--- src/rtl/ysyx_23060124__ifu_fetch_if.sv ---
// Fetch-stage bus bundle: icache request/response, redirect port, decode handshake and perf counters.
// The master side is the fetch unit; the slave side is the surrounding pipeline and cache.
interface ysyx_23060124__ifu_fetch_if #(
  parameter int ADDR_WIDTH = 32,
  parameter int DATA_WIDTH = 32
);
  logic [ADDR_WIDTH-1:0] ic_addr;
  logic [DATA_WIDTH-1:0] ic_data;
  logic                  ic_hit;
  logic                  ic_fence_i;
  logic                  redirect_valid;
  logic [ADDR_WIDTH-1:0] redirect_pc;
  logic                  fence_i_req;
  logic                  out_valid;
  logic                  out_ready;
  logic [DATA_WIDTH-1:0] out_inst;
  logic [ADDR_WIDTH-1:0] out_pc;
  logic [31:0]           perf_fetch_cnt;
  logic [31:0]           perf_miss_cyc;

  modport master (
    input  ic_data, ic_hit, redirect_valid, redirect_pc, fence_i_req, out_ready,
    output ic_addr, ic_fence_i, out_valid, out_inst, out_pc, perf_fetch_cnt, perf_miss_cyc
  );

  modport slave (
    output ic_data, ic_hit, redirect_valid, redirect_pc, fence_i_req, out_ready,
    input  ic_addr, ic_fence_i, out_valid, out_inst, out_pc, perf_fetch_cnt, perf_miss_cyc
  );
endinterface

--- src/rtl/ysyx_23060124__ifu_fetch.sv ---
// Instruction-fetch stage: owns the PC, captures icache hits into a small in-order queue for decode,
// and sequences redirects and fence.i (one invalidate cycle) toward the icache.
module ysyx_23060124__ifu_fetch #(
  parameter int                    ADDR_WIDTH = 32,
  parameter int                    DATA_WIDTH = 32,
  parameter logic [ADDR_WIDTH-1:0] RESET_PC   = ADDR_WIDTH'(32'h3000_0000),
  parameter int                    QDEPTH     = 2
) (
  input logic                         clk,
  input logic                         rst,
  ysyx_23060124__ifu_fetch_if.master  bus
);
  localparam int PTR_W = (QDEPTH > 1) ? $clog2(QDEPTH) : 1;
  localparam int CNT_W = PTR_W + 1;
  localparam logic [CNT_W-1:0] QDEPTH_C = CNT_W'(QDEPTH);

  typedef enum logic [1:0] {
    ST_BOOT  = 2'd0,
    ST_RUN   = 2'd1,
    ST_FENCE = 2'd2
  } state_e;

  state_e                state_q, state_d;
  logic [ADDR_WIDTH-1:0] pc_q, pc_d;
  logic [PTR_W-1:0]      head_q, head_d, tail_q, tail_d;
  logic [CNT_W-1:0]      count_q, count_d;
  logic [31:0]           fetch_cnt_q, fetch_cnt_d;
  logic [31:0]           miss_cnt_q, miss_cnt_d;
  logic                  fence_q, fence_d;

  logic [DATA_WIDTH-1:0] inst_mem [QDEPTH];
  logic [ADDR_WIDTH-1:0] pc_mem   [QDEPTH];

  logic redirect, out_valid, pop, push, miss;

  assign redirect  = bus.redirect_valid;
  assign out_valid = (count_q != '0);
  assign pop       = out_valid && bus.out_ready;
  assign push      = (state_q == ST_RUN) && bus.ic_hit && !redirect &&
                     ((count_q < QDEPTH_C) || pop);
  assign miss      = (state_q == ST_RUN) && !bus.ic_hit && !redirect;

  // NOTE: every always_comb output gets a default first so no path can leave it unassigned (no latch).
  always_comb begin
    state_d     = state_q;
    pc_d        = pc_q;
    head_d      = head_q;
    tail_d      = tail_q;
    count_d     = count_q;
    fetch_cnt_d = fetch_cnt_q;
    miss_cnt_d  = miss_cnt_q;

    unique case (state_q)
      ST_BOOT:  state_d = ST_RUN;
      ST_RUN:   state_d = ST_RUN;
      ST_FENCE: state_d = ST_RUN;
      default:  state_d = ST_BOOT;
    endcase

    if (redirect) begin
      // Flush drops any pop this cycle too; entries behind a redirect are wrong-path.
      state_d = bus.fence_i_req ? ST_FENCE : ST_RUN;
      pc_d    = {bus.redirect_pc[ADDR_WIDTH-1:2], 2'b00};
      head_d  = '0;
      tail_d  = '0;
      count_d = '0;
    end else begin
      if (push) begin
        pc_d        = pc_q + ADDR_WIDTH'(4);
        tail_d      = tail_q + PTR_W'(1);
        fetch_cnt_d = fetch_cnt_q + 32'd1;
      end
      if (pop) head_d = head_q + PTR_W'(1);
      unique case ({push, pop})
        2'b10:   count_d = count_q + CNT_W'(1);
        2'b01:   count_d = count_q - CNT_W'(1);
        default: count_d = count_q;
      endcase
    end

    if (miss) miss_cnt_d = miss_cnt_q + 32'd1;
  end

  assign fence_d = (state_d == ST_FENCE);

  // NOTE: sequential state uses non-blocking assignments so all flops update together at the edge.
  always_ff @(posedge clk or posedge rst) begin
    if (rst) begin
      state_q     <= ST_BOOT;
      pc_q        <= RESET_PC;
      head_q      <= '0;
      tail_q      <= '0;
      count_q     <= '0;
      fetch_cnt_q <= '0;
      miss_cnt_q  <= '0;
      fence_q     <= 1'b0;
    end else begin
      state_q     <= state_d;
      pc_q        <= pc_d;
      head_q      <= head_d;
      tail_q      <= tail_d;
      count_q     <= count_d;
      fetch_cnt_q <= fetch_cnt_d;
      miss_cnt_q  <= miss_cnt_d;
      fence_q     <= fence_d;
    end
  end

  // NOTE: queue storage is not reset; count_q gates every read, so stale contents are never visible.
  always_ff @(posedge clk) begin
    if (push) begin
      inst_mem[tail_q] <= bus.ic_data;
      pc_mem[tail_q]   <= pc_q;
    end
  end

  assign bus.ic_addr        = pc_q;
  assign bus.ic_fence_i     = fence_q;
  assign bus.out_valid      = out_valid;
  assign bus.out_inst       = out_valid ? inst_mem[head_q] : '0;
  assign bus.out_pc         = out_valid ? pc_mem[head_q] : '0;
  assign bus.perf_fetch_cnt = fetch_cnt_q;
  assign bus.perf_miss_cyc  = miss_cnt_q;
endmodule

--- src/flat_wrapper.sv ---
// flat-port wrapper written by rule: the top's interface ports become plain ports
module ysyx_23060124__ifu_fetch_flat 
#(
  parameter int                    ADDR_WIDTH = 32,
  parameter int                    DATA_WIDTH = 32,
  parameter logic [ADDR_WIDTH-1:0] RESET_PC   = ADDR_WIDTH'(32'h3000_0000),
  parameter int                    QDEPTH     = 2
)
  (clk, rst, bus_ic_data, bus_ic_hit, bus_redirect_valid, bus_redirect_pc, bus_fence_i_req, bus_out_ready, bus_ic_addr, bus_ic_fence_i, bus_out_valid, bus_out_inst, bus_out_pc, bus_perf_fetch_cnt, bus_perf_miss_cyc);
  ysyx_23060124__ifu_fetch_if #(.ADDR_WIDTH(ADDR_WIDTH), .DATA_WIDTH(DATA_WIDTH)) bus_i ();
  input logic clk;
  input logic rst;
  input wire logic [$bits(bus_i.ic_data)-1:0] bus_ic_data;
  input wire logic [$bits(bus_i.ic_hit)-1:0] bus_ic_hit;
  input wire logic [$bits(bus_i.redirect_valid)-1:0] bus_redirect_valid;
  input wire logic [$bits(bus_i.redirect_pc)-1:0] bus_redirect_pc;
  input wire logic [$bits(bus_i.fence_i_req)-1:0] bus_fence_i_req;
  input wire logic [$bits(bus_i.out_ready)-1:0] bus_out_ready;
  output wire logic [$bits(bus_i.ic_addr)-1:0] bus_ic_addr;
  output wire logic [$bits(bus_i.ic_fence_i)-1:0] bus_ic_fence_i;
  output wire logic [$bits(bus_i.out_valid)-1:0] bus_out_valid;
  output wire logic [$bits(bus_i.out_inst)-1:0] bus_out_inst;
  output wire logic [$bits(bus_i.out_pc)-1:0] bus_out_pc;
  output wire logic [$bits(bus_i.perf_fetch_cnt)-1:0] bus_perf_fetch_cnt;
  output wire logic [$bits(bus_i.perf_miss_cyc)-1:0] bus_perf_miss_cyc;
  assign bus_i.ic_data = bus_ic_data;
  assign bus_i.ic_hit = bus_ic_hit;
  assign bus_i.redirect_valid = bus_redirect_valid;
  assign bus_i.redirect_pc = bus_redirect_pc;
  assign bus_i.fence_i_req = bus_fence_i_req;
  assign bus_i.out_ready = bus_out_ready;
  assign bus_ic_addr = bus_i.ic_addr;
  assign bus_ic_fence_i = bus_i.ic_fence_i;
  assign bus_out_valid = bus_i.out_valid;
  assign bus_out_inst = bus_i.out_inst;
  assign bus_out_pc = bus_i.out_pc;
  assign bus_perf_fetch_cnt = bus_i.perf_fetch_cnt;
  assign bus_perf_miss_cyc = bus_i.perf_miss_cyc;
  ysyx_23060124__ifu_fetch #(.ADDR_WIDTH(ADDR_WIDTH), .DATA_WIDTH(DATA_WIDTH), .RESET_PC(RESET_PC), .QDEPTH(QDEPTH)) u_core (.clk(clk), .rst(rst), .bus(bus_i));
endmodule
--- config.mk ---
export PLATFORM = sky130hd
export DESIGN_NAME = ysyx_23060124__ifu_fetch_flat
export DESIGN_NICKNAME = d
export VERILOG_FILES = /design/src/rtl/ysyx_23060124__ifu_fetch_if.sv /design/src/rtl/ysyx_23060124__ifu_fetch.sv /design/src/flat_wrapper.sv
export SDC_FILE = /design/constraint.sdc
export NUM_CORES = 1
export LEC_CHECK = 0
export CORE_MARGIN = 8
export CORE_UTILIZATION = 49
export DETAILED_ROUTE_END_ITERATION = 10
export GPL_ROUTABILITY_DRIVEN = 0
export PLACE_DENSITY = 0.79
export SLEW_MARGIN = 10
export SYNTH_ARGS = -nofsm -noshare
export SYNTH_HDL_FRONTEND = slang
export SYNTH_SLANG_ARGS = --single-unit
--- constraint.sdc ---
create_clock -name clk -period 14.3 [get_ports clk]
set_input_delay 2.86 -clock clk [delete_from_list [all_inputs] [get_ports clk]]
set_output_delay 2.86 -clock clk [all_outputs]
set_load 0.005 [all_outputs]
Word-level counts from Yosys, hierarchy flattened
Memory sizes are Yosys's and may differ from the RTL's.
Index checks and enable logic that the tools add are counted.
Word-level totals
  flip-flop bits (word level): 103
  memory bits (writable): 128
  input bits: 70
  output and inout bits: 162
  logic and storage cells: 55
  memories kept: 2
Memories
  u_core.inst_mem: depth 2, bits a word 32, rd ports 1, clocked after memory_dff 0, wr ports 1, RTL line ysyx_23060124__ifu_fetch.sv:31  | logic [DATA_WIDTH-1:0] inst_mem [QDEPTH];
  u_core.pc_mem: depth 2, bits a word 32, rd ports 1, clocked after memory_dff 0, wr ports 1, RTL line ysyx_23060124__ifu_fetch.sv:32  | logic [ADDR_WIDTH-1:0] pc_mem [QDEPTH];
Operators by class
  add/sub/neg operators: 7
  order comparisons: 1
  eq/ne operators: 5
  multiplexer cells: 15
  bitwise logic cells: 1
  reductions and logical operators: 16
Operators with widths (count)
  32-bit 2-to-1 mux: 4
  32-bit by 1-bit adder with 32-bit output, second input constant: 2
  32-bit by 3-bit adder with 32-bit output, second input constant: 1
  1-bit 2-to-1 mux: 7
  2-bit equality test, second input constant: 3
  1-bit logical AND: 6
  2-bit 2-to-1 mux: 3
  2-bit nonzero test: 3
  2-bit by 1-bit equality test with 1-bit output, second input constant: 2
  2-bit one-hot mux with 2 select lines: 1
  3-bit nonzero test: 1
  3-bit OR reduction: 1
  1-bit adder, second input constant: 2
  2-bit by 1-bit adder with 2-bit output, second input constant: 1
  1-bit zero test: 2
  2-bit zero test: 1
  2-bit less-than comparator, second input constant: 1
  2-bit AND reduction: 1
  2-bit by 1-bit subtractor with 2-bit output, second input constant: 1
  1-bit logical OR: 1
  1-bit inverter: 1

Longest topological paths before layout
Gate-level depths: netlist of the first run.
  depth after elaboration: 7
  depth in mapped cells: 8
  depth with buffers taken out: 6

Least setup slack after synthesis of the first run
Ideal clock, no wire load.
  path kind: input to register
  start point: input bus_redirect_valid
  end point: memory u_core.inst_mem[0][0], enable pin
  setup time: 0.484 ns
  data arrival time: 6.766 ns
  required time: 13.816 ns
  slack: 7.050 ns
  stages on the path: 6
  path buffers: 3
  cells stage by stage: or3b_1 -> or3b_1 -> buf_2 -> clkbuf_1 -> buf_1 -> nor2_1
Between the ends
  word-level cells in the longest chain between the ends: 5
RTL lines
  start: declaration: RTL line flat_wrapper.sv:15  | input wire logic [$bits(bus_i.redirect_valid)-1:0] bus_redirect_valid;
  1-bit zero test: RTL line ysyx_23060124__ifu_fetch.sv:39  | assign push = (state_q == ST_RUN) && bus.ic_hit && !redirect &&
  1-bit logical AND (2 in a row): RTL line ysyx_23060124__ifu_fetch.sv:39
  1-bit 2-to-1 mux: RTL line ysyx_23060124__ifu_fetch.sv:111  | if (push) begin
  1-bit 2-to-1 mux (not written as such): RTL line ysyx_23060124__ifu_fetch.sv:112  | inst_mem[tail_q] <= bus.ic_data;
  end: declaration: RTL line ysyx_23060124__ifu_fetch.sv:31
No other way between the ends.

Final worst setup path of the first run
  start point: register u_core.head_q
  end point: output bus_out_pc[3]
Between the ends
  word-level cells in the longest chain between the ends: 2
RTL lines
  start: declaration: RTL line ysyx_23060124__ifu_fetch.sv:25  | logic [PTR_W-1:0] head_q, head_d, tail_q, tail_d;
  start signal: assignment: RTL line ysyx_23060124__ifu_fetch.sv:91  | head_q <= '0;
  start signal: assignment: RTL line ysyx_23060124__ifu_fetch.sv:100  | head_q <= head_d;
  memory 2 x 32 bit
  32-bit 2-to-1 mux: RTL line ysyx_23060124__ifu_fetch.sv:121  | assign bus.out_pc = out_valid ? pc_mem[head_q] : '0;
  end: declaration: RTL line flat_wrapper.sv:23  | output wire logic [$bits(bus_i.out_pc)-1:0] bus_out_pc;
No other way between the ends.

==> impl_metrics.csv, run 1 <==
group,metric,value,unit
floorplanning,die-area,0.0241,mm^2
worst_setup_path,crit_fanout,58,
layout,drive_above_1_share,0.0522,
timing,tightest_slew,1.03,ns
min_path,hp-class,"reg -> reg",
timing,slew_viol_final,0,
routing,drtIter0Drc,314,
floorplanning,std_cell_rows,51,
global_route,grt_pass1_wl,37000,um
timing,period_share,0.391,
pwr,seqPwrFrac,0.519,
worst_setup_path,path_buf_inv,2,
worst_setup_path,slowest_delay,0.77,ns
timing,setup_viol,0,
clock_tree,cts_tree,"done",
synthesis,synth_top_area_frac,0.392,
worst_setup_path,cp-start-kind,"register",
worst_setup_path,arrival,2.73,ns
worst_setup_path,critPathSlowestCell,"buf_4",
worst_setup_path,critPathRequiredTime,11.44,ns
layout,final_area,0.0127,mm^2
floorplanning,start_util,0.493,
timing,tns,0,ns
synthesis,netlist_area,0.00950,mm^2
synthesis,yosysWarningCount,0,
timing,rsz0062_at_grt,"false",
routing,antenna_left,0,
global_route,grt_util_all_layers,0.192,
synthesis,synth_cells,752,
worst_setup_path,path_delay_family,"buffers and inverters",
clock_tree,htreeDepth,1,
pwr,peakVddDrop,0.0927,mV
synthesis,synth.distinct_cells,49,
timing,slew_headroom,0.316,
timing,holdWs,0.469,ns
routing,wl,23800,um
routing,first_pass_iters,4,
floorplanning,pin_count,232,
floorplanning,die_h,155,um
global_route,grt_max_degree,64,
placed_design,preCtsSetupSlack,8.48,ns
layout,utilization,0.660,
synthesis,synth_ff_type,"edfxtp_1",
global_route,overflow,0,
pwr,netSwitchingFraction,0.231,
timing,fin_skew,0.00808,ns
pwr,power.net_switching,338,uW
routing,dr_total_vias,6752,
pwr,cellPowerDensity,115,mW/mm^2
timing,period_minus_slack,5.59,ns
pwr,power_leakage,4.67,nW
synthesis,synth_top_area_cell,"edfxtp_1",
synthesis,ys_async_sr_fraction,0.446,
synthesis,synth_area_leaders,"edfxtp_1 39%, dfrtp_1 26%, mux2i_1 6.7%",
pwr,comb_power_share,0.107,
pwr,p_int,1.12,mW
clock_tree,cts.clk_slew.worst_paths,0.06,ns
layout,area_growth,34.0,%
clock_tree,post_cts_buffers,0,
clock_tree,max-clock-path-buffers,3,
worst_setup_path,path_cells,"buf_4 -> mux2i_1 -> nor2_1 -> clkdlybuf4s50_1",
synthesis,syn-mean-instance-area,12.6,um^2
placed_design,place_area,0.0121,mm^2
worst_setup_path,worstSetupPathType,"reg -> out",
clock_tree,clock-root-buffer,"clkbuf_16",
run_status,status,"complete, no violations",
synthesis,ys_ff_latch,224,
global_route,grt_pass1_vias,6758,
timing,fmax,179,MHz
layout,diodes,0,
floorplanning,fp.dieW,155,um
layout,fin_nets,1055,
clock_tree,cts_inserted_buffers,23,
timing,setup_ws,8.71,ns
clock_tree,cts_resized,0,
timing,finalHoldViolations,0,
clock_tree,cts_sinks,224,
synthesis,synth-edff-count,124,
worst_setup_path,end_kind,"primary output",
clock_tree,clock_latency,0.50,ns
routing,drc_errors,0,
run,maxCapViolCount,0,
routing,viasPerCell,5.35,
placed_design,hpwl,16300,um
layout,final_common_cell,"clkdlybuf4s50_1",
placed_design,portBuffers,225,
routing,wl_per_cell,18.9,um
floorplanning,coreArea,0.0193,mm^2
global_route,antenna_found_initial,3,
layout,final_cell_mix,"225 x clkdlybuf4s50_1, 124 x edfxtp_1, 97 x dfrtp_1",
clock_tree,hold_buffers,0,
pwr,pwr-share-clk,0.374,
synthesis,seq_area_frac_synth,0.656,
state kept, by name (all words and copies together), names as in the netlist:
name	cells
u_core.head_q	1
u_core.tail_q	1
u_core.bus.ic_fence_i	1
u_core.state_q	1
u_core.count_q	2
u_core.pc_mem	60
u_core.bus.ic_addr	30
u_core.bus.perf_fetch_cnt	32
u_core.bus.perf_miss_cyc	32
u_core.inst_mem	64
per-stage QoR:
step	power, mW	std cells
after global placement	0.923	1222
after CTS	1.48	1262
after global routing	1.52	1262
final	1.46	1262
after detailed placement	0.929	1222
after floorplan	0.825	755
power by group through the flow:
stage               sequential [mW]  clock (mW)  combinational [mW]
finish                        0.757       0.545               0.156
global route                  0.763       0.585               0.173
CTS                           0.757       0.558               0.160
detailed placement            0.769           0               0.159
global placement              0.768           0               0.155
floorplan                     0.762           0              0.0623
layer usage:
layer | routed length [um] | track usage | share of wire
met5 | 41 | 0 | 0.0017
met4 | 306 | 0.0370 | 0.013
met3 | 2510 | 0.0752 | 0.11
met2 | 11200 | 0.319 | 0.47
met1 | 9740 | 0.235 | 0.41
cells by family (layout without fill, tap and decap cells):
logic type | Yosys count | in the layout | synth area share
AO/OA/AOI/OAI | 61 | 61 | 0.0445
XOR/XNOR | 65 | 65 | 0.0599
adder cells (fa/ha/maj) | 3 | 3 | 0.00395
buffers and inverters | 43 | 285 | 0.0191
flip-flops | 224 | 224 | 0.656
multiplexers | 65 | 65 | 0.0686
other | 1 | 4 | 0.000395
AND/OR/NAND/NOR | 290 | 290 | 0.148
cell type report:
cell class	instances	area, um^2
Multi-Input combinational cell	488	3120
Clock buffer	30	602
Sequential cell	224	6230
Clock inverter	10	72.6
Inverter	10	40.0
Timing Repair Buffer	235	2330
Tap cell	265	332
Fill cell	1460	6550
synthesized netlist by cell type (all sizes together) (2+ instances only):
cell type,number
a31oi,3
ha,3
clkbuf,24
o21ai,16
dfstp,2
a21oi,7
nor4b,2
or3b,2
inv,10
nor4,7
nand3,42
a21o,3
or3,2
xor2,15
nor2b,4
buf,9
nor2,91
edfxtp,124
and4,4
nor3b,2
dfrtp,98
nand4,27
o311ai,9
nor3,11
and3,18
o211ai,12
nand2,68
or4,2
mux2i,64
a221o,3
and2,6
xnor2,50
final timing paths:
| check | start | end | slack (ns) | depth (start not counted) |
|---|---|---|---|---|
| max | u_core.head_q | bus_out_pc[3] | 8.71 | 4 |
| min | u_core.state_q[0] | u_core.state_q[0] | 0.47 | 1 |
| max reg2reg | u_core.bus.ic_fence_i | u_core.pc_mem[0][30] | 11.65 | 4 |
| min reg2reg | u_core.state_q[0] | u_core.state_q[0] | 0.47 | 1 |
| max in group asynchronous | rst | u_core.head_q | 10.29 | 3 |
| min in group asynchronous | rst | u_core.bus.perf_miss_cyc[31] | 2.79 | 2 |
No activity file was read; power rests on OpenSTA's default activity.
==> run 2: changes to the inputs <==
Settings changed: CORE_UTILIZATION 49 to 45, PLACE_DENSITY 0.79 to 0.77.
Clock period 14.3 ns to 4.65 ns, I/O delays scaled along.
==> run 2 against run 1 <==
  * Sequential share of layout area is 0.37 points lower
  * Worst setup slack got worse by 7.7 ns
  * Sequential cell count is the same
  * Critical path type unchanged
  * Critical endpoint is now bus_out_inst[24]
  * Largest cell class unchanged
  * Largest power group unchanged
==> impl_metrics.csv, run 2 (synthesized netlist as in run 1, its figures left out) <==
group,metric,value,unit
floorplanning,start_util,0.455,
routing,wl_per_cell,19.0,um
floorplanning,pin_count,232,
timing,period_minus_slack,3.63,ns
worst_setup_path,end_kind,"primary output",
placed_design,hpwl,16500,um
global_route,grt_pass1_vias,7028,
global_route,grt_max_degree,58,
layout,reg.largest.list,"u_core.inst_mem x64, u_core.pc_mem x60",
floorplanning,die-area,0.0260,mm^2
worst_setup_path,worstSetupPathType,"reg -> out",
run,maxCapViolCount,0,
clock_tree,post_cts_buffers,0,
worst_setup_path,path_delay_family,"flip-flops",
routing,antenna_left,0,
routing,dr_total_vias,6792,
run_status,status,"complete, no violations",
clock_tree,cts_tree,"done",
routing,wl,24300,um
timing,period_share,0.780,
worst_setup_path,r2r-end,"u_core.pc_mem[0][25]",
global_route,overflow,0,
worst_setup_path,cp-start-kind,"register",
layout,fin_nets,1060,
routing,viasPerCell,5.31,
global_route,antenna_found_initial,3,
worst_setup_path,crit-reg2reg-launch,"u_core.bus.ic_fence_i",
layout,regMostFlops,"u_core.inst_mem",
worst_setup_path,path_buf_inv,2,
clock_tree,cts_sinks,224,
timing,slew_viol_final,0,
clock_tree,hold_buffers,0,
routing,first_pass_iters,4,
pwr,peakVddDrop,0.253,mV
clock_tree,cts.clk_slew.worst_paths,0.06,ns
pwr,power_leakage,4.71,nW
clock_tree,max-clock-path-buffers,3,
floorplanning,fp.dieW,161,um
floorplanning,std_cell_rows,53,
worst_setup_path,rr_worst_depth,4,
layout,ff_latch_area,0.00623,mm^2
global_route,grt_pass1_wl,38400,um
floorplanning,coreArea,0.0209,mm^2
timing,finalHoldViolations,0,
routing,drc_errors,0,
clock_tree,clock_latency,0.51,ns
timing,fin_skew,0.0145,ns
clock_tree,clock-root-buffer,"clkbuf_16",
worst_setup_path,arrival,2.70,ns
worst_setup_path,ff2ff_setup_slack,2.02,ns
clock_tree,cts_resized,0,
timing,fmax,276,MHz
worst_setup_path,path_cells,"buf_4 -> mux2i_1 -> nor2_1 -> clkdlybuf4s50_1",
floorplanning,die_h,161,um
pwr,cellPowerDensity,355,mW/mm^2
timing,slew_headroom,0.283,
worst_setup_path,slowest_delay,1.04,ns
worst_setup_path,cp.depth,4,
timing,rsz0062_at_grt,"false",
layout,drive_above_1_share,0.0588,
timing,setup_viol,0,
min_path,min-delay-start,"u_core.bus.perf_fetch_cnt[31]",
layout,multi_input_area,0.00312,mm^2
layout,largest_reg_flops,64,
worst_setup_path,startpoint,"u_core.head_q",
layout,diodes,0,
clock_tree,htreeDepth,1,
routing,drtIter0Drc,344,
worst_setup_path,crit_fanout,57,
layout,area_growth,35.0,%
layout,n_fill_cell,1690,
worst_setup_path,endpoint,"bus_out_inst[24]",
timing,holdWs,0.475,ns
worst_setup_path,critPathRequiredTime,3.72,ns
worst_setup_path,critPathSlowestCell,"dfrtp_4",
layout,final_common_cell,"clkdlybuf4s50_1",
placed_design,portBuffers,225,
timing,tightest_slew,1.08,ns
layout,final_cell_mix,"224 x clkdlybuf4s50_1, 124 x edfxtp_1, 97 x dfrtp_1",
clock_tree,cts_inserted_buffers,24,
global_route,grt_util_all_layers,0.183,
timing,tns,0,ns
min_path,hp-class,"reg -> reg",
run 2: cell count changes in the layout (fill, tap and decap cells not counted):
cell and delta:
buf_2 +1, buf_12 +1, clkinv_2 -1, buf_4 +3
clkbuf_1 +4, clkbuf_8 +2, clkbuf_16 +2, bufinv_16 -1
clkdlybuf4s50_1 -1, clkinv_1 -3
run 2: area by class of cell:
cell class | count | area share
repair buffers | 239 | 0.184
flip-flops and latches | 224 | 0.486
multi-input cells | 488 | 0.243
clock inverters | 5 | 0.00205
well taps | 275 | 0.0268
clock buffers | 38 | 0.0542
inverters | 10 | 0.00312
run 2: through the flow:
stage                     instances   util  instance area (um^2)  worst slack (ns)  total power, mW
after global routing           1279  0.614                 12800             0.883             4.76
after global placement         1236  0.579                 12100              1.30             2.85
final                          1279  0.614                 12800              1.02             4.56
after CTS                      1279  0.614                 12800             0.992             4.61
after detailed placement       1236  0.579                 12100              1.26             2.86
after floorplan                 755      -                  9510             0.383             2.54
run 2: where the power goes:
part           internal (mW)  total, mW  switching [mW]
combinational          0.274      0.476           0.202
clock                   1.02       1.74           0.722
sequential              2.21       2.34           0.129
total                   3.51       4.56            1.05
run 2: worst min path at each step:
stage	slack, ns	to	cells after the start
after floorplan	0.43	u_core.state_q[0]	1
after global placement	0.45	u_core.state_q[0]	1
after detailed placement	0.46	u_core.bus.perf_fetch_cnt[31]	1
after CTS	0.48	u_core.bus.perf_fetch_cnt[31]	1
after global routing	0.49	u_core.bus.perf_miss_cyc[31]	1
final	0.47	u_core.bus.perf_fetch_cnt[31]	1
run 2: routing by layer:
layer  up-vias  track usage  part of all wire
met1      3300        0.230              0.42
met2       256        0.295              0.46
li1       3192            -                 -
met3        38       0.0672             0.098
met4         6       0.0417             0.015
met5         -            0            0.0017
